**config.mk**
```make
export PLATFORM = sky130hd
export DESIGN_NAME = nexys_starship_repair_lock
export DESIGN_NICKNAME = d
export VERILOG_FILES = /design/src/rtl/nexys_starship_pkg.sv /design/src/rtl/nexys_starship_lfsr8.sv /design/src/rtl/nexys_starship_repair_lock.sv
export SDC_FILE = /design/constraint.sdc
export NUM_CORES = 1
export LEC_CHECK = 0
export BUFFER_PORTS_ARGS = -buffer_cell sky130_fd_sc_hd__buf_2
export CAP_MARGIN = 10
export CELL_PAD_IN_SITES_DETAIL_PLACEMENT = 1
export CELL_PAD_IN_SITES_GLOBAL_PLACEMENT = 2
export CORE_MARGIN = 3
export CORE_UTILIZATION = 39
export CTS_BUF_LIST = sky130_fd_sc_hd__clkbuf_8
export CTS_CLUSTER_DIAMETER = 150
export DETAILED_ROUTE_END_ITERATION = 10
export PLACE_DENSITY_LB_ADDON = 0.1
export SETUP_SLACK_MARGIN = 0.2
export SKIP_CTS_REPAIR_TIMING = 1
export SLEW_MARGIN = 0
export SYNTH_ARGS = -nofsm -noshare
export SYNTH_HDL_FRONTEND = slang
export SYNTH_SLANG_ARGS = --single-unit
```
**constraint.sdc**
```tcl
create_clock -name Clk -period 2.87 [get_ports Clk]
set_input_delay 0.574 -clock Clk [delete_from_list [all_inputs] [get_ports Clk]]
set_output_delay 0.574 -clock Clk [all_outputs]
set_load 0.1 [all_outputs]
```
**src/rtl/nexys_starship_pkg.sv**
```systemverilog
// Shared types and constants for the starship repair-lock block.
package nexys_starship_pkg;

    // One-hot encoding so the q_* state flags come straight off the register.
    typedef enum logic [4:0] {
        ST_INIT    = 5'b00001,
        ST_IDLE    = 5'b00010,
        ST_ARMED   = 5'b00100,
        ST_LOCKOUT = 5'b01000,
        ST_DONE    = 5'b10000
    } lock_state_e;

    // Right-shift Galois mask for x^8 + x^6 + x^5 + x^4 + 1.
    localparam logic [7:0] LFSR_TAPS = 8'hB8;

    // 1 s at 100 MHz.
    localparam int unsigned LOCKOUT_CYCLES_DEF = 100_000_000;

    function automatic logic [7:0] lfsr8_next(input logic [7:0] v);
        return {1'b0, v[7:1]} ^ (v[0] ? LFSR_TAPS : 8'h00);
    endfunction

endpackage

```
**src/rtl/nexys_starship_lfsr8.sv**
```systemverilog
// Free-running 8-bit Galois LFSR; supplies the pseudo-random repair codes.
module nexys_starship_lfsr8
    import nexys_starship_pkg::*;
(
    input  logic       Clk,
    input  logic       Reset,
    input  logic [7:0] seed,
    output logic [7:0] value
);

    logic [7:0] value_q;

    // Advance every cycle regardless of what the lock is doing.
    always_ff @(posedge Clk or posedge Reset) begin
        if (Reset) value_q <= seed;
        else       value_q <= lfsr8_next(value_q);
    end

    assign value = value_q;

endmodule

```
**src/rtl/nexys_starship_repair_lock.sv**
```systemverilog
// Repair-code lock for one ship side: arms a code when the side breaks, checks
// switch entries, pulses repaired/wrong, and imposes a timed lockout after too
// many wrong tries.
//
// state   | meaning
// INIT    | first cycle after reset
// IDLE    | side healthy or game over; waiting for broken
// ARMED   | code live, accepting entries
// LOCKOUT | too many wrong entries; entries ignored until timer expires
// DONE    | repaired; waiting for broken to drop
module nexys_starship_repair_lock
    import nexys_starship_pkg::*;
#(
    parameter logic [7:0]  CODE_SEED      = 8'hA5,
    parameter int          MAX_TRIES      = 3,
    parameter int unsigned LOCKOUT_CYCLES = LOCKOUT_CYCLES_DEF
) (
    input  logic       Clk,
    input  logic       Reset,
    input  logic       broken,
    input  logic       game_over,
    input  logic       combo_valid,
    input  logic [3:0] combo_in,
    output logic [3:0] code_out,
    output logic       code_valid,
    output logic       repaired,
    output logic       wrong,
    output logic [1:0] tries_left,
    output logic       q_Init,
    output logic       q_Idle,
    output logic       q_Armed,
    output logic       q_Lockout,
    output logic       q_Done
);

    localparam int             CNT_W      = $clog2(LOCKOUT_CYCLES);
    localparam logic [CNT_W-1:0] CNT_LOAD = CNT_W'(LOCKOUT_CYCLES - 1);
    localparam logic [1:0]     TRIES_INIT = 2'(MAX_TRIES);

    lock_state_e      state_q, state_d;
    logic [3:0]       code_q, code_d;
    logic [1:0]       tries_q, tries_d;
    logic [CNT_W-1:0] cnt_q, cnt_d;
    logic             rep_q, rep_d;
    logic             wrong_q, wrong_d;
    logic             cvalid_q, cvalid_d;

    logic [7:0] lfsr_value;
    logic       unused_lfsr_hi;

    nexys_starship_lfsr8 u_lfsr (
        .Clk   (Clk),
        .Reset (Reset),
        .seed  (CODE_SEED),
        .value (lfsr_value)
    );

    // Only the low nibble forms a code.
    assign unused_lfsr_hi = ^lfsr_value[7:4];

    // State, code, tries, lockout timer and output pulses.
    always_ff @(posedge Clk or posedge Reset) begin
        if (Reset) begin
            state_q  <= ST_INIT;
            code_q   <= '0;
            tries_q  <= '0;
            cnt_q    <= '0;
            rep_q    <= 1'b0;
            wrong_q  <= 1'b0;
            cvalid_q <= 1'b0;
        end else begin
            state_q  <= state_d;
            code_q   <= code_d;
            tries_q  <= tries_d;
            cnt_q    <= cnt_d;
            rep_q    <= rep_d;
            wrong_q  <= wrong_d;
            cvalid_q <= cvalid_d;
        end
    end

    // Next-state logic; code/tries are zeroed whenever the state leaves the
    // range where they are displayed, so the outputs need no extra masking.
    always_comb begin
        state_d = state_q;
        code_d  = code_q;
        tries_d = tries_q;
        cnt_d   = cnt_q;
        rep_d   = 1'b0;
        wrong_d = 1'b0;
        if (game_over) begin
            state_d = ST_IDLE;
            code_d  = '0;
            tries_d = '0;
            cnt_d   = '0;
        end else begin
            unique case (state_q)
                ST_INIT: state_d = ST_IDLE;
                ST_IDLE: begin
                    if (broken) begin
                        state_d = ST_ARMED;
                        code_d  = lfsr_value[3:0];
                        tries_d = TRIES_INIT;
                    end
                end
                ST_ARMED: begin
                    if (!broken) begin
                        state_d = ST_IDLE;
                        code_d  = '0;
                        tries_d = '0;
                    end else if (combo_valid) begin
                        if (combo_in == code_q) begin
                            rep_d   = 1'b1;
                            state_d = ST_DONE;
                            code_d  = '0;
                            tries_d = '0;
                        end else begin
                            wrong_d = 1'b1;
                            if (tries_q <= 2'd1) begin
                                state_d = ST_LOCKOUT;
                                tries_d = '0;
                                cnt_d   = CNT_LOAD;
                            end else begin
                                tries_d = tries_q - 2'd1;
                            end
                        end
                    end
                end
                ST_LOCKOUT: begin
                    // The penalty always runs to completion; broken is only
                    // consulted when the timer expires.
                    if (cnt_q == '0) begin
                        if (broken) begin
                            state_d = ST_ARMED;
                            code_d  = lfsr_value[3:0];
                            tries_d = TRIES_INIT;
                        end else begin
                            state_d = ST_IDLE;
                            code_d  = '0;
                        end
                    end else begin
                        cnt_d = cnt_q - CNT_W'(1);
                    end
                end
                ST_DONE: begin
                    if (!broken) state_d = ST_IDLE;
                end
                default: begin
                    state_d = ST_IDLE;
                    code_d  = '0;
                    tries_d = '0;
                    cnt_d   = '0;
                end
            endcase
        end
        cvalid_d = (state_d == ST_ARMED);
    end

    assign code_out   = code_q;
    assign code_valid = cvalid_q;
    assign repaired   = rep_q;
    assign wrong      = wrong_q;
    assign tries_left = tries_q;
    assign q_Init     = state_q[0];
    assign q_Idle     = state_q[1];
    assign q_Armed    = state_q[2];
    assign q_Lockout  = state_q[3];
    assign q_Done     = state_q[4];

endmodule
```
==> results.py, run 1 <==
metrics = {
    "sta": {
        "setup_ws_ps": 337,
        "slew_viol_final": 0,
        "slew_headroom_pct": 56.8,
        "setup_viol": 0,
        "rsz0062_at_grt": "false",
        "period_needed_ps": 2530,
        "tns_ps": 0,
        "tightest_slew_ps": 649,
        "period_share_pct": 88.2,
        "maxClockFrequency_mhz": 395,
        "final_hold_viol_count": 0,
        "hold-worst-slack_ps": 395,
        "final.setup_skew_ps": 5.73,
    },
    "clocking": {
        "insertion_delay_ps": 320,
        "cts_num_sinks": 49,
        "clkTransAtPathRegs_ps": 100,
        "cts_tree": "yes",
        "cts.htree.levels": 2,
        "cts_buffer_depth": 2,
        "ctsRootBufferMaster": "clkbuf_8",
        "cts_made_buffers": 5,
    },
    "place": {
        "hpwlAfterDp_mm": 5.63,
        "gp_congestion": 0.795,
        "pre_cts_slack_ps": 149,
        "place_inst": 427,
        "io_buffers": 22,
    },
    "route": {
        "routed_wl_mm": 7.97,
        "routed_via_density": 5.90,
        "wire_per_inst_um": 18.3,
        "ant_nets": 0,
        "drc": 0,
        "drt_iter0_drc": 109,
        "drtPass1Iterations": 4,
        "num_vias": 2567,
    },
    "cells_and_area": {
        "syn_to_final_growth_pct": 14.1,
        "final_cells": 435,
        "drive_above_1_share_pct": 21.2,
        "nets": 348,
        "final_util_pct": 47.2,
        "antenna_cells": 0,
        "register_area_mm2": 0.00124,
        "num-fill-cells": 824,
        "multi_input_area_mm2": 0.00151,
    },
    "synthesis": {
        "syn_area_per_cell_um2": 9.31,
        "synthArstFlopShare_pct": 100,
        "synth-main-ff-cell": "dfrtp_1",
        "yosysSeqAreaShare_pct": 42.7,
        "syn-cell-area_mm2": 0.00289,
        "synthDistinctLibCells": 62,
        "synth-edff-count": 0,
        "ys_seq_elements": 49,
        "yosys_warnings": 0,
        "syn-num-nets": 320,
        "synthCells": 310,
    },
    "pwr": {
        "power_density_mw_per_mm2": 489,
        "ir_drop_v": 0.000202,
        "leakagePower_nw": 1.43,
    },
    "grt": {
        "grt_pass1_vias": 2713,
        "grt-ovfl-total": 0,
        "grt_start_max_net_pins": 50,
        "grt_antenna_before_repair": 0,
        "grt_usage_pct": 20.8,
        "grt_pass1_wl_mm": 14.1,
    },
    "floorplanning": {
        "dieArea_mm2": 0.00847,
        "ioPinCount": 23,
        "core_area_mm2": 0.00698,
        "fp.dieH_um": 92.0,
        "start_util_pct": 41.3,
        "die_w_um": 92.0,
        "fp-row-count": 30,
    },
    "critical_path": {
        "crit_arrival_ps": 2780,
        "cp-start-kind": "flip-flop",
        "path_max_fanout": 8,
        "worst_setup_path_end_kind": "flip-flop",
        "cp_data_required_time_ps": 3110,
        "path_class": "flip-flop to flip-flop",
    },
    "run": {
        "maxCapViolCount": 0,
    },
    "hold_path": {
        "hold_class": "flip-flop to flip-flop",
    },
    "status": {
        "status": "finished clean",
    },
}
[through the flow]
| stage | power [W] | cell area (um2) |
|---|---|---|
| 2_1_floorplan | 0.00104 | 2890 |
| 3_3_place_gp | 0.00116 | 3190 |
| 3_5_place_dp | 0.00116 | 3190 |
| 4_1_cts | 0.00163 | 3280 |
| 5_1_grt | 0.00172 | 3290 |
| 6_report | 0.00161 | 3290 |
[cells in the mapped netlist, types with 5 or more instances]
cell	n	area [um2]
dfstp_2	5	131
nor3_1	15	75.1
dfrtp_1	44	1100
or4_1	5	37.5
o31ai_1	20	150
mux2i_1	7	70.1
clkbuf_1	13	48.8
nor2_1	16	60.1
or3_1	10	62.6
inv_1	15	56.3
o21ai_0	12	60.1
o21ai_1	6	30.0
xnor2_1	5	43.8
a31oi_1	13	81.3
nand2_1	13	48.8
nand2b_1	5	31.3
a21oi_1	22	110
nor2b_1	6	37.5
[registers in the layout, indices dropped and copies added, names as in the netlist]
register      count
cnt_q            27
code_out          4
code_valid        1
repaired          1
state_q           5
tries_left        2
u_lfsr.value      8
wrong             1
[critical path: stages (launching register included)]
cell and delay [ps]:
dfrtp_1 450, or4_4 570, or4_4 510, nor3_4 350, o221a_2 360, mux2i_1 220
[layout by cell type, fill, tap and decap left out, types with 3 or more instances in the layout]
master    instances
dfrtp_1          41
a21oi_1          22
buf_2            22
o31ai_1          19
buf_4            17
nor2_1           16
nor3_1           15
inv_1            14
a31oi_1          13
nand2_1          13
o21ai_0          12
or3_1            10
mux2i_1           7
nor2b_1           6
nand2b_1          5
xnor2_1           5
o21ai_1           5
or4_1             5
clkbuf_8          5
a41oi_1           4
xor2_1            4
o211ai_1          4
nor4_1            4
dfstp_2           4
or4_4             3
nand3b_1          3
a211oi_1          3
o22ai_1           3
nor4b_1           3
and2_1            3
dfrtp_2           3
[cell type report]
type,count,share of cell area [%]
flip-flops and latches,49,37.7
clock buffers,5,2.09
repair buffers,41,8.17
multi-input cells,226,45.9
inverters,15,1.71
clock inverters,3,0.874
well taps,96,3.65
[routing by layer]
metal | vias up | wire (um) | GRT usage [%]
met5 | - | 0 | 0
met4 | 0 | 75 | 5.07
met3 | 6 | 209 | 3.20
met2 | 29 | 3980 | 34.5
met1 | 1306 | 3710 | 28.3
li1 | 1226 | - | -
[power breakdown]
group	switching [W]	leakage [nW]	internal, W	total (W)
sequential	0.0000271	0.652	0.000712	0.000739
clock	0.000278	0.0511	0.000185	0.000463
combinational	0.000268	0.724	0.000140	0.000408
[worst paths after layout]
| path | depth (start not counted) | end | slack, ps | start |
|---|---|---|---|---|
| min reg2reg | 0 | u_lfsr.value[0]$_DFF_PP1_ | 390 | u_lfsr.value[1]$_DFF_PP0_ |
| max | 5 | code_out[3]$_DFFE_PP0P_ | 340 | cnt_q[21]$_DFFE_PP0P_ |
| max reg2reg | 5 | code_out[3]$_DFFE_PP0P_ | 340 | cnt_q[21]$_DFFE_PP0P_ |
| max in group asynchronous | 3 | state_q[3]$_DFF_PP0_ | 1990 | Reset |
| min in group asynchronous | 3 | cnt_q[24]$_DFFE_PP0P_ | 420 | Reset |
| min | 0 | u_lfsr.value[0]$_DFF_PP1_ | 390 | u_lfsr.value[1]$_DFF_PP0_ |
[cells by family after synthesis]
| group | Yosys count | synth area share [%] |
|---|---|---|
| adder cells (fa/ha/maj) | 1 | 0.434 |
| flip-flops | 49 | 42.7 |
| XOR/XNOR | 9 | 2.73 |
| AO/OA/AOI/OAI | 102 | 23.2 |
| multiplexers | 9 | 3.21 |
| other | 1 | 0.130 |
| buffers and inverters | 35 | 5.25 |
| AND/OR/NAND/NOR | 104 | 22.3 |
Note: power is estimated with default switching activity, not from simulation.
==> run 2: changes to the inputs <==
--- a/config.mk
+++ b/config.mk
@@ -7,17 +7,13 @@
 export LEC_CHECK = 0
 export BUFFER_PORTS_ARGS = -buffer_cell sky130_fd_sc_hd__buf_2
 export CAP_MARGIN = 10
-export CELL_PAD_IN_SITES_DETAIL_PLACEMENT = 1
-export CELL_PAD_IN_SITES_GLOBAL_PLACEMENT = 2
-export CORE_MARGIN = 3
-export CORE_UTILIZATION = 39
 export CTS_BUF_LIST = sky130_fd_sc_hd__clkbuf_8
 export CTS_CLUSTER_DIAMETER = 150
 export DETAILED_ROUTE_END_ITERATION = 10
-export PLACE_DENSITY_LB_ADDON = 0.1
 export SETUP_SLACK_MARGIN = 0.2
 export SKIP_CTS_REPAIR_TIMING = 1
 export SLEW_MARGIN = 0
 export SYNTH_ARGS = -nofsm -noshare
 export SYNTH_HDL_FRONTEND = slang
+export SYNTH_HIERARCHICAL = 1
 export SYNTH_SLANG_ARGS = --single-unit
==> results.py, run 2 <==
metrics = {
    "synthesis": {
        "synth-main-ff-cell": "dfrtp_1",
        "synth-compound-area-share_pct": 25.1,
        "muxShareOfSynthArea_pct": 2.27,
        "synth_commonest_cells": "40 x dfrtp_1, 31 x a21oi_1, 31 x nand2_1",
        "ys_seq_elements": 41,
        "yosys_warnings": 0,
        "ys_area_mm2": 0.00276,
        "synth-edff-count": 0,
        "synth_adder_area_share_pct": 0.454,
        "synth_top_area_share_pct": 36.3,
        "synthDistinctLibCells": 64,
        "synth.area.top_cells": "dfrtp_1 36%, a21oi_1 5.6%, o21ai_0 5.4%",
        "yosys.area_share.simple_pct": 26.2,
        "synth_top_family_by_area": "simple AND/OR/NAND/NOR gates",
        "synth_top_area_cell": "dfrtp_1",
        "synthArstFlopShare_pct": 100,
        "yosysSeqAreaShare_pct": 37.3,
        "synth.most_common_cell": "dfrtp_1",
        "yosys_cells": 318,
        "synth_xor_xnor_area_share_pct": 3.18,
    },
    "status": {
        "stop_error": "ERROR: Found 8 problems in 'check -assert'.",
        "status": "did not finish",
        "stop_stage": "1_2_yosys",
    },
}
run 2: cell count changes after synthesis, sizes merged, moves of 5 or more:
cell / change
nand2: +20
nor2: +8
and3: +6
o31ai: -18
inv: -10
nand3: +8
a21oi: +9
or3: -7
o21ai: +14
or4: -6
xor2: +6
buf: +5
xnor2: -5
run 2: cell families after synthesis:
| logic type | after synthesis |
|---|---|
| compound gates | 107 |
| buf+inv | 27 |
| fa+ha+maj | 1 |
| other cells | 2 |
| flops | 41 |
| xor+xnor | 10 |
| simple gates | 124 |
| mux | 6 |
